$ cat config.mk
export PLATFORM = sky130hd
export DESIGN_NAME = hilo_unit
export DESIGN_NICKNAME = d
export VERILOG_FILES = /design/src/rtl/hilo_pkg.sv /design/src/rtl/hilo_unit.sv
export SDC_FILE = /design/constraint.sdc
export NUM_CORES = 1
export LEC_CHECK = 0
export CAP_MARGIN = 10
export CORE_AREA = 2 2 140 142
export DETAILED_ROUTE_END_ITERATION = 7
export DIE_AREA = 0 0 142 144
export HOLD_SLACK_MARGIN = 0.08
export PLACE_DENSITY = 0.76
export SETUP_SLACK_MARGIN = 0.02
export SYNTH_ARGS = -nofsm -noshare
export SYNTH_HDL_FRONTEND = slang
export SYNTH_SLANG_ARGS = --single-unit
export TNS_END_PERCENT = 50
$ cat constraint.sdc
create_clock -name clk -period 1.96 [get_ports clk]
set_input_delay 0.196 -clock clk [delete_from_list [all_inputs] [get_ports clk]]
set_output_delay 0.196 -clock clk [all_outputs]
set_load 0.05 [all_outputs]
$ cat src/rtl/hilo_pkg.sv
// Shared definitions for the HI/LO register unit: FSM encoding, operation
// select encodings and the default multiplier/divider latencies.
package hilo_pkg;

  typedef enum logic [1:0] {
    ST_IDLE    = 2'd0,
    ST_RUN_MUL = 2'd1,
    ST_RUN_DIV = 2'd2
  } hilo_state_t;

  localparam logic OP_MULT = 1'b0;
  localparam logic OP_DIV  = 1'b1;

  localparam int DEF_MULT_LAT = 34;
  localparam int DEF_DIV_LAT  = 34;
  localparam int CNT_W        = 6;

  // Counter value seen on the capture edge for a given latency.
  function automatic logic [CNT_W-1:0] last_count(input int lat);
    return CNT_W'(lat - 1);
  endfunction

endpackage

$ cat src/rtl/hilo_unit.sv
// HI/LO architectural registers with sequencing of an external multi-cycle
// multiplier and divider; also handles MTHI/MTLO writes and divide-by-zero.
module hilo_unit
  import hilo_pkg::*;
#(
  parameter int MULT_LAT = DEF_MULT_LAT,
  parameter int DIV_LAT  = DEF_DIV_LAT
) (
  input  logic        clk,
  input  logic        reset,
  input  logic        op_start,
  input  logic        op_sel,
  input  logic [31:0] rs_val,
  input  logic [31:0] rt_val,
  input  logic        hi_wr,
  input  logic        lo_wr,
  input  logic [31:0] wr_data,
  output logic [31:0] op_a,
  output logic [31:0] op_b,
  output logic        mult_ctrl,
  output logic        div_ctrl,
  input  logic [31:0] mult_hi_in,
  input  logic [31:0] mult_lo_in,
  input  logic [31:0] div_hi_in,
  input  logic [31:0] div_lo_in,
  output logic [31:0] hi,
  output logic [31:0] lo,
  output logic        busy,
  output logic        done,
  output logic        div_zero
);

  localparam logic [CNT_W-1:0] MULT_LAST = last_count(MULT_LAT);
  localparam logic [CNT_W-1:0] DIV_LAST  = last_count(DIV_LAT);

  hilo_state_t      r_state;
  logic [CNT_W-1:0] r_cnt;
  logic             w_div_by_zero;

  assign w_div_by_zero = (op_sel == OP_DIV) && (rt_val == 32'd0);

  // ctrl levels and busy are registered alongside the state, so dropping to
  // IDLE (capture or reset) lowers them on the same edge.
  always_ff @(posedge clk) begin
    if (!reset) begin
      r_state   <= ST_IDLE;
      r_cnt     <= '0;
      hi        <= '0;
      lo        <= '0;
      op_a      <= '0;
      op_b      <= '0;
      mult_ctrl <= 1'b0;
      div_ctrl  <= 1'b0;
      busy      <= 1'b0;
      done      <= 1'b0;
      div_zero  <= 1'b0;
    end else begin
      done     <= 1'b0;
      div_zero <= 1'b0;
      case (r_state)
        ST_IDLE: begin
          if (op_start) begin
            // A rejected divide still consumes the cycle: any write is dropped.
            if (w_div_by_zero) begin
              div_zero <= 1'b1;
            end else begin
              op_a  <= rs_val;
              op_b  <= rt_val;
              r_cnt <= '0;
              busy  <= 1'b1;
              if (op_sel == OP_MULT) begin
                r_state   <= ST_RUN_MUL;
                mult_ctrl <= 1'b1;
              end else begin
                r_state  <= ST_RUN_DIV;
                div_ctrl <= 1'b1;
              end
            end
          end else begin
            if (hi_wr) hi <= wr_data;
            if (lo_wr) lo <= wr_data;
          end
        end
        ST_RUN_MUL: begin
          r_cnt <= r_cnt + 1'b1;
          if (r_cnt == MULT_LAST) begin
            hi        <= mult_hi_in;
            lo        <= mult_lo_in;
            done      <= 1'b1;
            busy      <= 1'b0;
            mult_ctrl <= 1'b0;
            r_state   <= ST_IDLE;
          end
        end
        ST_RUN_DIV: begin
          r_cnt <= r_cnt + 1'b1;
          if (r_cnt == DIV_LAST) begin
            hi       <= div_hi_in;
            lo       <= div_lo_in;
            done     <= 1'b1;
            busy     <= 1'b0;
            div_ctrl <= 1'b0;
            r_state  <= ST_IDLE;
          end
        end
        default: begin
          r_state   <= ST_IDLE;
          busy      <= 1'b0;
          mult_ctrl <= 1'b0;
          div_ctrl  <= 1'b0;
        end
      endcase
    end
  end

endmodule

==> metrics.yaml <==
run_status:
  status: "complete, no violations"
routing:
  wirelength_um: 26300
  vias: 7553
  drt_first_iter_violations: 536
  wl_per_cell_um: 18.7
  vias_per_cell: 5.38
  drcViolationCount: 0
  firstDrtPassIters: 5
  ant_nets: 0
timing:
  post-route-period-util_pct: 96.8
  fmax_mhz: 527
  drv_slew: 0
  tightest_slew_ps: 574
  hold_viol_final: 0
  setup_tns_ps: 0
  setup_viol: 0
  setup_ws_ps: 63.2
  fin_skew_ps: 17.0
  relSlewSlack_pct: 61.6
  period_needed_ps: 1900
  rsz0062_at_grt: "true"
  hold_ws_ps: 324
finish:
  postLayoutCoreUtil_pct: 60.2
  final_cells: 1403
  area_growth_pct: 75.4
  layout-drive-gt1-share_pct: 10.8
  antenna_cells: 0
  fin_nets: 1387
logic_synthesis:
  yosysWarnings: 0
  yosys.area_share.simple_pct: 15.2
  synthCells: 796
  seq_area_frac_synth_pct: 43.1
  syn_nets: 1031
  synth-compound-area-share_pct: 34.5
  synthMuxAreaShare_pct: 0.153
  synthDistinctLibCells: 38
  synth_largest_area_cell: "dfxtp_1"
  syn_avg_cell_area_sq_um: 8.23
  synth-xor-area-share_pct: 0
  synth.top_cell.area_share_pct: 43.1
  synth_top_family_by_area: "compound AO/OA/AOI/OAI gates"
  synth_area_leaders: "dfxtp_1, a21oi_1, a211o_1, a22oi_1, nand3_1"
  synthAdderAreaFrac_pct: 0.955
  synth_seq_cells: 141
  synthesis.area_sq_um: 6550
power_and_ir_drop:
  ir_drop_uv: 690
  p_leak_nw: 4.09
  powerDensity_nw_per_um2: 932
cts:
  htreeDepth: 4
  cts_tree: "yes"
  clockBufferDepth: 2
  clk_pin_slew_worst_paths_ps: 70
  numCtsBuffers: 17
  clockRootBuffer: "clkbuf_16"
  cts_sinks: 141
  clock_latency_ps: 430
setup_path:
  crit_chain: "buf_4, ha_2, nor2_2, a41o_1, o211ai_1, buf_4, clkbuf_16, a211o_1, a21oi_2"
  slowest_delay_ps: 330
  critPathCaptureType: "flip-flop"
  cp_common_cell: "buf_4"
  path_max_fanout: 8
  slowest_stage: "dfxtp_2"
  required_ps: 2320
  cp.arrival_ps: 2250
  cp-start-kind: "flip-flop"
  critPathKind: "flip-flop to flip-flop"
flow_run:
  drv_cap: 0
global_routing:
  grt_pass1_wl_um: 37500
  grtUsageTotal_pct: 23.3
  grt_max_degree: 96
  antenna_found_initial: 0
  grt_pass1_vias: 6938
  grt-ovfl-total: 0
floorplanning:
  ios: 363
  coreArea_sq_um: 19100
  die_width_um: 142
  row_count: 51
  die_area_sq_um: 20400
  initial_core_util_pct: 34.3
  die_h_um: 144
placed_design:
  place_worst_setup_slack_ps: -281
  io_buffers: 362
  place_congestion: 0.827
  dp_hpwl_um: 17700
  dp.cells: 1355
worst_hold_path:
  hp-class: "input pin to flip-flop"
-- stage by stage --
step | area (sq um) | total power [mW]
CTS | 11200 | 10.6
global placement | 10600 | 7.25
floorplan | 6560 | 5.69
detailed placement | 10600 | 7.30
global route | 11500 | 11.2
finish | 11500 | 10.7
-- synth_stat cells --
library cell / count
inv_1: 6
or2_2: 1
nor4_4: 3
nor4b_4: 1
o211ai_1: 1
nand3b_1: 1
nand2_1: 70
nor2b_1: 4
or3_1: 1
a21oi_1: 139
nand3_1: 70
nor4_1: 4
o21ai_0: 42
a22oi_1: 64
mux2i_1: 1
nor3_1: 1
nand2b_1: 1
and2_1: 1
o31a_1: 1
buf_1: 6
clkbuf_1: 62
nand4_1: 4
a211oi_1: 4
buf_6: 7
ha_1: 5
o21ai_1: 23
o31ai_4: 1
nand4_4: 1
a211o_1: 64
a31oi_1: 5
and3_1: 2
buf_2: 9
o311ai_0: 3
dfxtp_1: 141
nor2_1: 39
inv_2: 1
a41o_1: 6
o211ai_2: 1
-- cells by family after synthesis --
logic type,after synthesis
AO/OA/AOI/OAI,354
adder cells (fa/ha/maj),5
buffers and inverters,91
flip-flops,141
multiplexers,1
AND/OR/NAND/NOR,204
-- final timing paths --
kind,startpoint,to,slack [ps],cells past startpoint
worst min-delay path,rs_val[22],op_a[22],320,3
worst max register to register,r_state[1],lo[10],60,9
worst max-delay path,r_state[1],lo[10],60,9
worst min register to register,hi[15],hi[15],450,2
-- cell type report --
cell class | instances | area [sq um]
Timing Repair Buffer | 420 | 4320
Clock inverter | 15 | 154
Multi-Input combinational cell | 565 | 3440
Fill cell | 1645 | 7590
Inverter | 7 | 31.3
Tap cell | 238 | 298
Sequential cell | 141 | 2830
Clock buffer | 17 | 425
-- state kept, by name (all words and copies together), names as in the netlist --
| name | count |
|---|---|
| mult_ctrl | 1 |
| hi | 32 |
| div_zero | 1 |
| op_a | 32 |
| busy | 1 |
| done | 1 |
| r_state | 2 |
| lo | 32 |
| r_cnt | 6 |
| op_b | 32 |
| div_ctrl | 1 |
-- repair_timing --
action	CTS	global route
hold endpoints to repair	0	0
endpoints found under the setup margin	3	68
setup buffers	3	5
resized for setup	1	34
hold buffers	0	0
pin swaps	1	19
gates cloned	1	7
-- routing by layer --
layer	track usage, %	routed length [um]
met1	29.0	10800
met2	39.7	13000
met3	6.32	1900
met4	6.84	529
met5	0	0
-- critical path: cells and delay by family, from the launching register on --
family                   cells  cell delay, ps
buffers and inverters        3             500
AND/OR/NAND/NOR              1             120
adder cells (fa/ha/maj)      1             190
AO/OA/AOI/OAI                4             690
flip-flops                   1             330
-- cells in the final DEF (no fill, tap or decap), drive strengths merged, types with 2 or more instances in the layout --
cell | Yosys | routed
a211o | 64 | 64
a211oi | 4 | 4
a21oi | 139 | 139
a22oi | 64 | 64
a31oi | 5 | 5
a41o | 6 | 6
and3 | 2 | 2
buf | 22 | 54
clkbuf | 62 | 21
clkdlybuf4s50 | 0 | 362
clkinv | 0 | 4
clkinvlp | 0 | 2
dfxtp | 141 | 141
ha | 5 | 5
inv | 7 | 15
nand2 | 70 | 70
nand3 | 70 | 70
nand4 | 5 | 5
nor2 | 39 | 39
nor2b | 4 | 4
nor4 | 7 | 7
o211ai | 2 | 3
o21ai | 65 | 65
o311ai | 3 | 3
-- report_power, final --
part / switching (mW) / internal [mW]
Clock: 1.36 / 1.79
Sequential: 0.158 / 3.18
Combinational: 2.52 / 1.70
Total: 4.04 / 6.67
(Power assumes the default switching activity.)
